File: config.mk
export PLATFORM = sky130hd
export DESIGN_NAME = regfile_wb_arbiter
export DESIGN_NICKNAME = d
export VERILOG_FILES = /design/src/rtl/regfile_wb_pkg.sv /design/src/rtl/wb_sync_fifo.sv /design/src/rtl/regfile_wb_arbiter.sv
export SDC_FILE = /design/constraint.sdc
export NUM_CORES = 1
export LEC_CHECK = 0
export ABC_AREA = 1
export CAP_MARGIN = 20
export CORE_AREA = 2 2 115 117
export DETAILED_ROUTE_END_ITERATION = 8
export DIE_AREA = 0 0 117 119
export PLACE_DENSITY = 0.69
export SLEW_MARGIN = 20
export SYNTH_ARGS = -nofsm -noshare
export SYNTH_HDL_FRONTEND = slang
export SYNTH_SLANG_ARGS = --single-unit
File: constraint.sdc
create_clock -name clk -period 3.4 [get_ports clk]
set_input_delay 0.68 -clock clk [delete_from_list [all_inputs] [get_ports clk]]
set_output_delay 0.68 -clock clk [all_outputs]
set_load 0.005 [all_outputs]
File: src/rtl/regfile_wb_pkg.sv
// Shared types and constants for the register-file write-back front end.
// Holds the data width, the register address width, the write request
// payload (destination + data) and the x0 address constant.
package regfile_wb_pkg;

  localparam int unsigned XLEN       = 32;
  localparam int unsigned REG_ADDR_W = 5;

  localparam logic [REG_ADDR_W-1:0] REG_X0 = '0;

  typedef struct packed {
    logic [REG_ADDR_W-1:0] rd;
    logic [XLEN-1:0]       data;
  } wb_req_t;

endpackage

File: src/rtl/wb_sync_fifo.sv
// Small synchronous FIFO buffering load results until they win the write port.
// Pointers carry one extra wrap bit: full when the wrap bits differ and the
// index bits match, empty when the pointers are equal.
// Ports:
//   clk_i, rst_i      clock, asynchronous active-high reset
//   push_i, data_i    write request (ignored while full)
//   pop_i             consume the head entry (ignored while empty)
//   data_o            head entry
//   full_o, empty_o   occupancy flags
module wb_sync_fifo
  import regfile_wb_pkg::*;
#(
  parameter int unsigned Depth = 2,
  parameter type         T     = wb_req_t
) (
  input  logic clk_i,
  input  logic rst_i,
  input  logic push_i,
  input  T     data_i,
  input  logic pop_i,
  output T     data_o,
  output logic full_o,
  output logic empty_o
);

  localparam int unsigned Aw = (Depth > 1) ? $clog2(Depth) : 1;

  logic [Aw:0] wr_q, wr_d;
  logic [Aw:0] rd_q, rd_d;
  T            mem_q [Depth];
  logic        push_ok, pop_ok;

  assign full_o  = (wr_q[Aw] != rd_q[Aw]) && (wr_q[Aw-1:0] == rd_q[Aw-1:0]);
  assign empty_o = (wr_q == rd_q);
  assign push_ok = push_i && !full_o;
  assign pop_ok  = pop_i && !empty_o;
  assign data_o  = mem_q[rd_q[Aw-1:0]];

  always_comb begin
    wr_d = wr_q;
    rd_d = rd_q;
    if (push_ok) wr_d = wr_q + 1'b1;
    if (pop_ok)  rd_d = rd_q + 1'b1;
  end

  always_ff @(posedge clk_i or posedge rst_i) begin
    if (rst_i) begin
      wr_q <= '0;
      rd_q <= '0;
    end else begin
      wr_q <= wr_d;
      rd_q <= rd_d;
    end
  end

  // Storage needs no reset: entries are only visible between valid pointers.
  always_ff @(posedge clk_i) begin
    if (push_ok) mem_q[wr_q[Aw-1:0]] <= data_i;
  end

endmodule

File: src/rtl/regfile_wb_arbiter.sv
// Write-side front end of the integer register file. Merges ALU results and
// buffered load results onto the single registered write port. ALU wins by
// default; a starvation counter forces a waiting load through after
// STARVE_LIMIT consecutive ALU grants. Writes to x0 are consumed with we_o=0.
// Optional macro WB_SCOREBOARD_EN adds a busy bitmap of registers with
// outstanding loads; without it busy_o is 0 and the issue inputs are ignored.
// Ports:
//   clk, reset                           clock, asynchronous active-high reset
//   alu_valid_i/alu_ready_o/alu_rd_i/alu_data_i   ALU result handshake
//   ld_valid_i/ld_ready_o/ld_rd_i/ld_data_i       load result handshake
//   ld_issue_i/ld_issue_rd_i             load leaving decode (marks rd busy)
//   busy_o                               pending-load bitmap
//   we_o/destReg_o/writeData_o           registered regfile write port
module regfile_wb_arbiter
  import regfile_wb_pkg::*;
#(
  parameter int unsigned LOAD_FIFO_DEPTH = 2,
  parameter int unsigned STARVE_LIMIT    = 3
) (
  input  logic                  clk,
  input  logic                  reset,
  input  logic                  alu_valid_i,
  output logic                  alu_ready_o,
  input  logic [REG_ADDR_W-1:0] alu_rd_i,
  input  logic [XLEN-1:0]       alu_data_i,
  input  logic                  ld_valid_i,
  output logic                  ld_ready_o,
  input  logic [REG_ADDR_W-1:0] ld_rd_i,
  input  logic [XLEN-1:0]       ld_data_i,
  input  logic                  ld_issue_i,
  input  logic [REG_ADDR_W-1:0] ld_issue_rd_i,
  output logic [XLEN-1:0]       busy_o,
  output logic                  we_o,
  output logic [REG_ADDR_W-1:0] destReg_o,
  output logic [XLEN-1:0]       writeData_o
);

  localparam int unsigned CntW = ($clog2(STARVE_LIMIT + 1) < 1) ? 1 : $clog2(STARVE_LIMIT + 1);
  localparam logic [CntW-1:0] LimitC = CntW'(STARVE_LIMIT);

  wb_req_t ld_req, head, win;
  logic    fifo_full, fifo_empty;
  logic    force_ld, grant_ld, grant_alu;

  logic [CntW-1:0]       starve_q, starve_d;
  logic                  we_q, we_d;
  logic [REG_ADDR_W-1:0] dest_q, dest_d;
  logic [XLEN-1:0]       data_q, data_d;

  assign ld_req = '{rd: ld_rd_i, data: ld_data_i};

  wb_sync_fifo #(
    .Depth (LOAD_FIFO_DEPTH),
    .T     (wb_req_t)
  ) u_ld_fifo (
    .clk_i   (clk),
    .rst_i   (reset),
    .push_i  (ld_valid_i),
    .data_i  (ld_req),
    .pop_i   (grant_ld),
    .data_o  (head),
    .full_o  (fifo_full),
    .empty_o (fifo_empty)
  );

  // Arbitration works only on registered state, so a load pushed this cycle
  // cannot be granted before the next edge.
  assign force_ld    = !fifo_empty && (starve_q == LimitC);
  assign grant_ld    = !fifo_empty && (!alu_valid_i || force_ld);
  assign grant_alu   = alu_valid_i && !grant_ld;
  assign alu_ready_o = !force_ld;
  assign ld_ready_o  = !fifo_full;

  always_comb begin
    starve_d = starve_q;
    if (fifo_empty || grant_ld) begin
      starve_d = '0;
    end else if (grant_alu && (starve_q != LimitC)) begin
      starve_d = starve_q + 1'b1;
    end
  end

  always_comb begin
    win    = grant_ld ? head : '{rd: alu_rd_i, data: alu_data_i};
    we_d   = 1'b0;
    dest_d = dest_q;
    data_d = data_q;
    if (grant_ld || grant_alu) begin
      // A grant to x0 still consumes the result, it just doesn't write.
      we_d   = (win.rd != REG_X0);
      dest_d = win.rd;
      data_d = win.data;
    end
  end

  always_ff @(posedge clk or posedge reset) begin
    if (reset) begin
      starve_q <= '0;
      we_q     <= 1'b0;
      dest_q   <= '0;
      data_q   <= '0;
    end else begin
      starve_q <= starve_d;
      we_q     <= we_d;
      dest_q   <= dest_d;
      data_q   <= data_d;
    end
  end

  assign we_o        = we_q;
  assign destReg_o   = dest_q;
  assign writeData_o = data_q;

`ifdef WB_SCOREBOARD_EN
  logic [XLEN-1:0] busy_q, busy_d;

  // Clear before set so a same-cycle re-issue keeps the register busy.
  always_comb begin
    busy_d = busy_q;
    if (grant_ld) busy_d[head.rd] = 1'b0;
    if (ld_issue_i && (ld_issue_rd_i != REG_X0)) busy_d[ld_issue_rd_i] = 1'b1;
    busy_d[0] = 1'b0;
  end

  always_ff @(posedge clk or posedge reset) begin
    if (reset) busy_q <= '0;
    else       busy_q <= busy_d;
  end

  assign busy_o = busy_q;
`else
  logic unused_issue;
  assign unused_issue = ^{ld_issue_i, ld_issue_rd_i};
  assign busy_o       = '0;
`endif

endmodule

---- Yosys cells after proc, flatten, opt, wreduce, memory -nomap -nowiden ----
Memory sizes are Yosys's and may differ from the RTL's.
Cells that the tools add are included.
cells by class
  $add $sub $neg .......................... 3
  equality and inequality tests ........... 5
  mux-type cells .......................... 6
  reductions and logical operators ........ 17
operators by type and width
  operator               number
  $mux W37               1
  $logic_and A1 B1 Y1    7
  $add A2 B1 Y2 const B  3
  $logic_not A1 Y1       5
  $reduce_bool A5 Y1     1
  $mux W2                2
  $logic_or A1 B1 Y1     3
  $mux W1                3
  $eq A2 B2 Y1           1
  $eq A2 B2 Y1 const B   1
  $ne A2 B2 Y1 const B   1
  $reduce_bool A2 Y1     1
  $eq A1 B1 Y1           1
  $ne A1 B1 Y1           1
word-level totals
  flip-flop bits (word level) ............. 44
  RAM bits ................................ 74
  input bits .............................. 84
  output and inout bits ................... 72
  word-level logic and storage cells ...... 38
  memories kept ........................... 1
memory list
  name             words  bits a word  read ports  clocked after Yosys merged registers in  wr ports  line                RTL
  u_ld_fifo.mem_q  2      37           1           0                                        1         wb_sync_fifo.sv:30  T mem_q [Depth];

---- Longest topological paths before layout ----
  depth in word-level cells ............... 10
  depth in mapped cells ................... 11
  gate-level depth less buffers ........... 10

---- Cells and area by module ----
Synthesis repeated with hierarchy kept, for this count alone.
second synthesis, totals
  cell total of the unflattened synthesis .. 494
  area, all modules ....................... 5,262.5 um^2
by module, submodules not included
  module              times used  cells each  area each (um^2)  sequential area each (um^2)
  wb_sync_fifo        1           235         2,954.1           2,322.2
  regfile_wb_arbiter  1           259         2,308.5           1,001.0

---- Worst setup path before layout ----
Ideal clock, no wire load.
  kind .................................... reg2reg
  start ................................... register u_ld_fifo.rd_q[0]
  end ..................................... memory u_ld_fifo.mem_q[1][0] (netlist bit) (enable)
  library setup time ...................... 0.435 ns
  arrival ................................. 2.465 ns
  required time ........................... 2.965 ns
  slack ................................... 0.500 ns
  cell stages (with the launch flop) ...... 7
  buffers on the path ..................... 1
  clock period less this slack ............ 2.900 ns
  path through ............................ dfrtp_1 > buf_6 > nand2_1 > nand2_2 > nand3_1 > nand2_1 > nor2_1
between the ends
  longest elaborated chain between the ends .. 6
ends and longest elaborated chain
  item                           line                      RTL
  start: declaration             wb_sync_fifo.sv:29        logic [Aw:0] rd_q, rd_d;
  start signal: assignment       wb_sync_fifo.sv:52        rd_q <= rd_d;
  $eq A1 B1 Y1                   wb_sync_fifo.sv:33        assign full_o = (wr_q[Aw] != rd_q[Aw]) && (wr_q[Aw-1:0] == rd_q[Aw-1:0]);
  $logic_and A1 B1 Y1            wb_sync_fifo.sv:33
  $logic_not A1 Y1               -
  net ld_ready_o                 regfile_wb_arbiter.sv:27  output logic ld_ready_o,
  $logic_and A1 B1 Y1            wb_sync_fifo.sv:35        assign push_ok = push_i && !full_o;
  $mux W1                        wb_sync_fifo.sv:58        if (push_ok) mem_q[wr_q[Aw-1:0]] <= data_i;
  $mux W1 (implied by the code)  wb_sync_fifo.sv:58
  end: declaration               wb_sync_fifo.sv:30
The timed path passes the listed nets, and every way through them passes these cells.

---- Worst setup path after layout ----
  start ................................... register u_ld_fifo.rd_q[0]
  end ..................................... output alu_ready_o
between the ends
  longest elaborated chain between the ends .. 4
ends and longest elaborated chain
  item                 line                      RTL
  $eq A2 B2 Y1         wb_sync_fifo.sv:34        assign empty_o = (wr_q == rd_q);
  $logic_not A1 Y1     regfile_wb_arbiter.sv:68  assign force_ld = !fifo_empty && (starve_q == LimitC);
  $logic_and A1 B1 Y1  regfile_wb_arbiter.sv:68
  $logic_not A1 Y1     regfile_wb_arbiter.sv:71  assign alu_ready_o = !force_ld;
  end: declaration     regfile_wb_arbiter.sv:23  output logic alu_ready_o,
Every way passes these cells.

==> impl_metrics.ini <==
[outcome]
outcome = completed

[detailed_routing]
drc_errors = 0
drt_iter0_markers = 261
wirelength_mm = 10.9
vias = 3442
drtPass1Iterations = 4
wl_per_cell_um = 14.5
antenna_left = 0
viasPerCell = 4.56

[synth]
async_reset_ff_share_pct = 37.3
yosysTopAreaCell = edfxtp_1
synth_common_cells = 83 x nand2_1, 74 x edfxtp_1, 72 x nor2_1
yosysWarnings = 0
synth-edff-count = 74
ys_types = 25
avgSynthCellArea_um2 = 11.1
post-synth-top-count-cell = nand2_1
synthTopCellsByArea = edfxtp_1 45%, dfrtp_1 22%, nand2_1 6.3%
netlist.area_leader.share_pct = 45.0
synth_area_um2 = 4930
ys.flop_type = edfxtp_1
ys_ff_latch = 118
ys_seq_area_share_pct = 67.4
synthCells = 444

[placement]
postPlaceCellArea_um2 = 6180
place_hpwl_mm = 7.13
io_buffers = 117
dp.cells = 722
gp_congestion = 0.757

[clocking]
cts_hold_buf = 0
cts-htree-levels = 4
cts.sinks = 118
postCtsSetupBuffers = 0
path_clk_slew_ns = 0.05
cts_resized = 0
root_buffer = clkbuf_16
cts_buffer_depth = 2
cts_buffers = 17
clk-insertion-delay-late_ns = 0.40
cts_tree = done

[worst_setup_path]
cp.arrival_ns = 2.17
critPathCapture = alu_ready_o
worst_ep_required_time_ns = 2.72
r2r-start = u_ld_fifo.rd_q[0]
ff2ff_setup_slack_ns = 0.97
ff2ff_path_depth = 7
reg2reg_to = u_ld_fifo.mem_q[0][9]
endpoint_kind = output port
crit_path_max_fanout = 37
startpoint = u_ld_fifo.rd_q[0]
critPathKind = flip-flop to output port
critPathLaunchType = flip-flop

[timing]
relSlewSlack_pct = 59.1
tightest_slew_ns = 0.613
hold_violations = 0
period_share_pct = 83.9
setup_viol = 0
finalClockSkew_ns = 0.00865
fin_crit_ns = 2.85
rsz0062_at_grt = no
setup-tns-final_ns = 0
max_freq_ghz = 0.351
maxSlewViolCount = 0

[floorplan]
ioPinCount = 156
die_height_um = 119
row_count = 42
design.core.area_um2 = 12900
die-area_um2 = 13900
start_util_pct = 38.3
die_x_um = 117

[grt]
track_usage_pct = 16.4
grt_pass1_vias = 3394
grt_max_degree = 65
grt_pass1_wl_mm = 17.3
grt-ovfl-total = 0
antenna_found_initial = 0

[worst_hold_path]
hold_path_startpoint = starve_q[0]
worstHoldPathType = flip-flop to flip-flop

[layout]
layout-drive-gt1-share_pct = 8.65
n_fill_cell = 1141
area_growth_pct = 36.9
antenna_cells = 0
final_cells = 754
design_area_um2 = 6760
nets = 650
fin_util_pct = 52.5

[pwr]
p_total_w = 0.00604
p_leak_nw = 2.62
vdd_drop_max_mv = 0.364
p_per_area_nw_per_um2 = 894

[job]
drv_cap = 0
==> worst max-delay path: stages, from the launching register on <==
cell and delay [ns]:
dfrtp_2 0.56, inv_6 0.33, nand2_2 0.08, nand2_2 0.10, nand2_4 0.10, nand2_1 0.10, clkdlybuf4s50_1 0.50
==> logic make-up (layout without fill, tap and decap cells) <==
group / count (synthesis) / after routing / share of synthesized area [%]
AOI/OAI and AO/OA: 89 / 89 / 10.5
xor gates and xnor gates: 3 / 3 / 0.533
adders and majority gates: 1 / 1 / 0.254
buffers and inverters: 70 / 173 / 8.45
DFF: 118 / 118 / 67.4
other: 1 / 32 / 0.0760
and+or+nand+nor: 162 / 162 / 12.8
==> sequential cells by signal, summed over array words and instances (netlist names) <==
name	count
u_ld_fifo.rd_q	2
writeData_o	32
starve_q	2
u_ld_fifo.mem_q	74
we_o	1
destReg_o	5
u_ld_fifo.wr_q	2
==> where the power goes <==
group	switching, W	internal (W)	leakage [nW]
Sequential	0.000237	0.00209	1.19
Combinational	0.00110	0.000887	1.15
Clock	0.000601	0.00113	0.283
Total	0.00194	0.00410	2.62
==> per-layer routing <==
metal  share of wire, %  global-route usage [%]
met1                 43                    20.0
met2                 50                    27.7
met3                5.6                    4.83
met4                1.5                    5.22
met5                  0                       0
==> worst min-delay path by stage <==
stage / slack [ns] / end / depth (start not counted)
floorplan: 0.41 / starve_q[0] / 1
global placement: 0.42 / starve_q[0] / 1
detailed placement: 0.43 / starve_q[0] / 1
CTS: 0.43 / starve_q[0] / 1
global route: 0.47 / starve_q[0] / 1
finish: 0.43 / starve_q[0] / 1
==> per-stage QoR <==
| stage | setup slack [ns] | hold WS, ns |
|---|---|---|
| global route | 0.390 | 0.468 |
| floorplan | 0.500 | 0.409 |
| global placement | 0.922 | 0.422 |
| detailed placement | 0.847 | 0.426 |
| CTS | 0.498 | 0.434 |
| finish | 0.548 | 0.431 |
==> placed cells by master, fill, tap and decap left out <==
| cell type | synthesis | final |
|---|---|---|
| a21oi_1 | 1 | 1 |
| inv_2 | 3 | 4 |
| nand3_1 | 3 | 3 |
| dfrtp_2 | 0 | 1 |
| clkinvlp_4 | 0 | 2 |
| o21ai_0 | 16 | 16 |
| ha_1 | 1 | 1 |
| clkbuf_16 | 0 | 17 |
| clkbuf_8 | 0 | 3 |
| clkbuf_1 | 10 | 3 |
| o211ai_1 | 25 | 25 |
| nand2_1 | 83 | 83 |
| edfxtp_1 | 74 | 74 |
| dfrtp_1 | 44 | 43 |
| clkinv_2 | 0 | 5 |
| o21ai_4 | 1 | 1 |
| bufinv_16 | 0 | 2 |
| clkdlybuf4s50_1 | 0 | 117 |
| buf_12 | 0 | 1 |
| buf_4 | 32 | 6 |
| inv_4 | 1 | 1 |
| nand2_4 | 1 | 1 |
| conb_1 | 1 | 32 |
| inv_6 | 1 | 1 |
| nand2_2 | 2 | 2 |
| xor2_1 | 3 | 3 |
| inv_1 | 12 | 11 |
| nor2_4 | 1 | 3 |
| o21ai_1 | 46 | 46 |
| nor2_1 | 72 | 70 |
==> final cells by class <==
class | count | area, µm² | share of cell area (%)
clock buffer | 23 | 478 | 7.08
clock inverter | 9 | 100 | 1.48
inverter | 17 | 71.3 | 1.06
multi-input combinational | 287 | 1330 | 19.6
sequential | 118 | 3320 | 49.2
tap | 176 | 220 | 3.26
timing repair buffer | 124 | 1240 | 18.3
No activity file was read; power rests on OpenSTA's default activity.
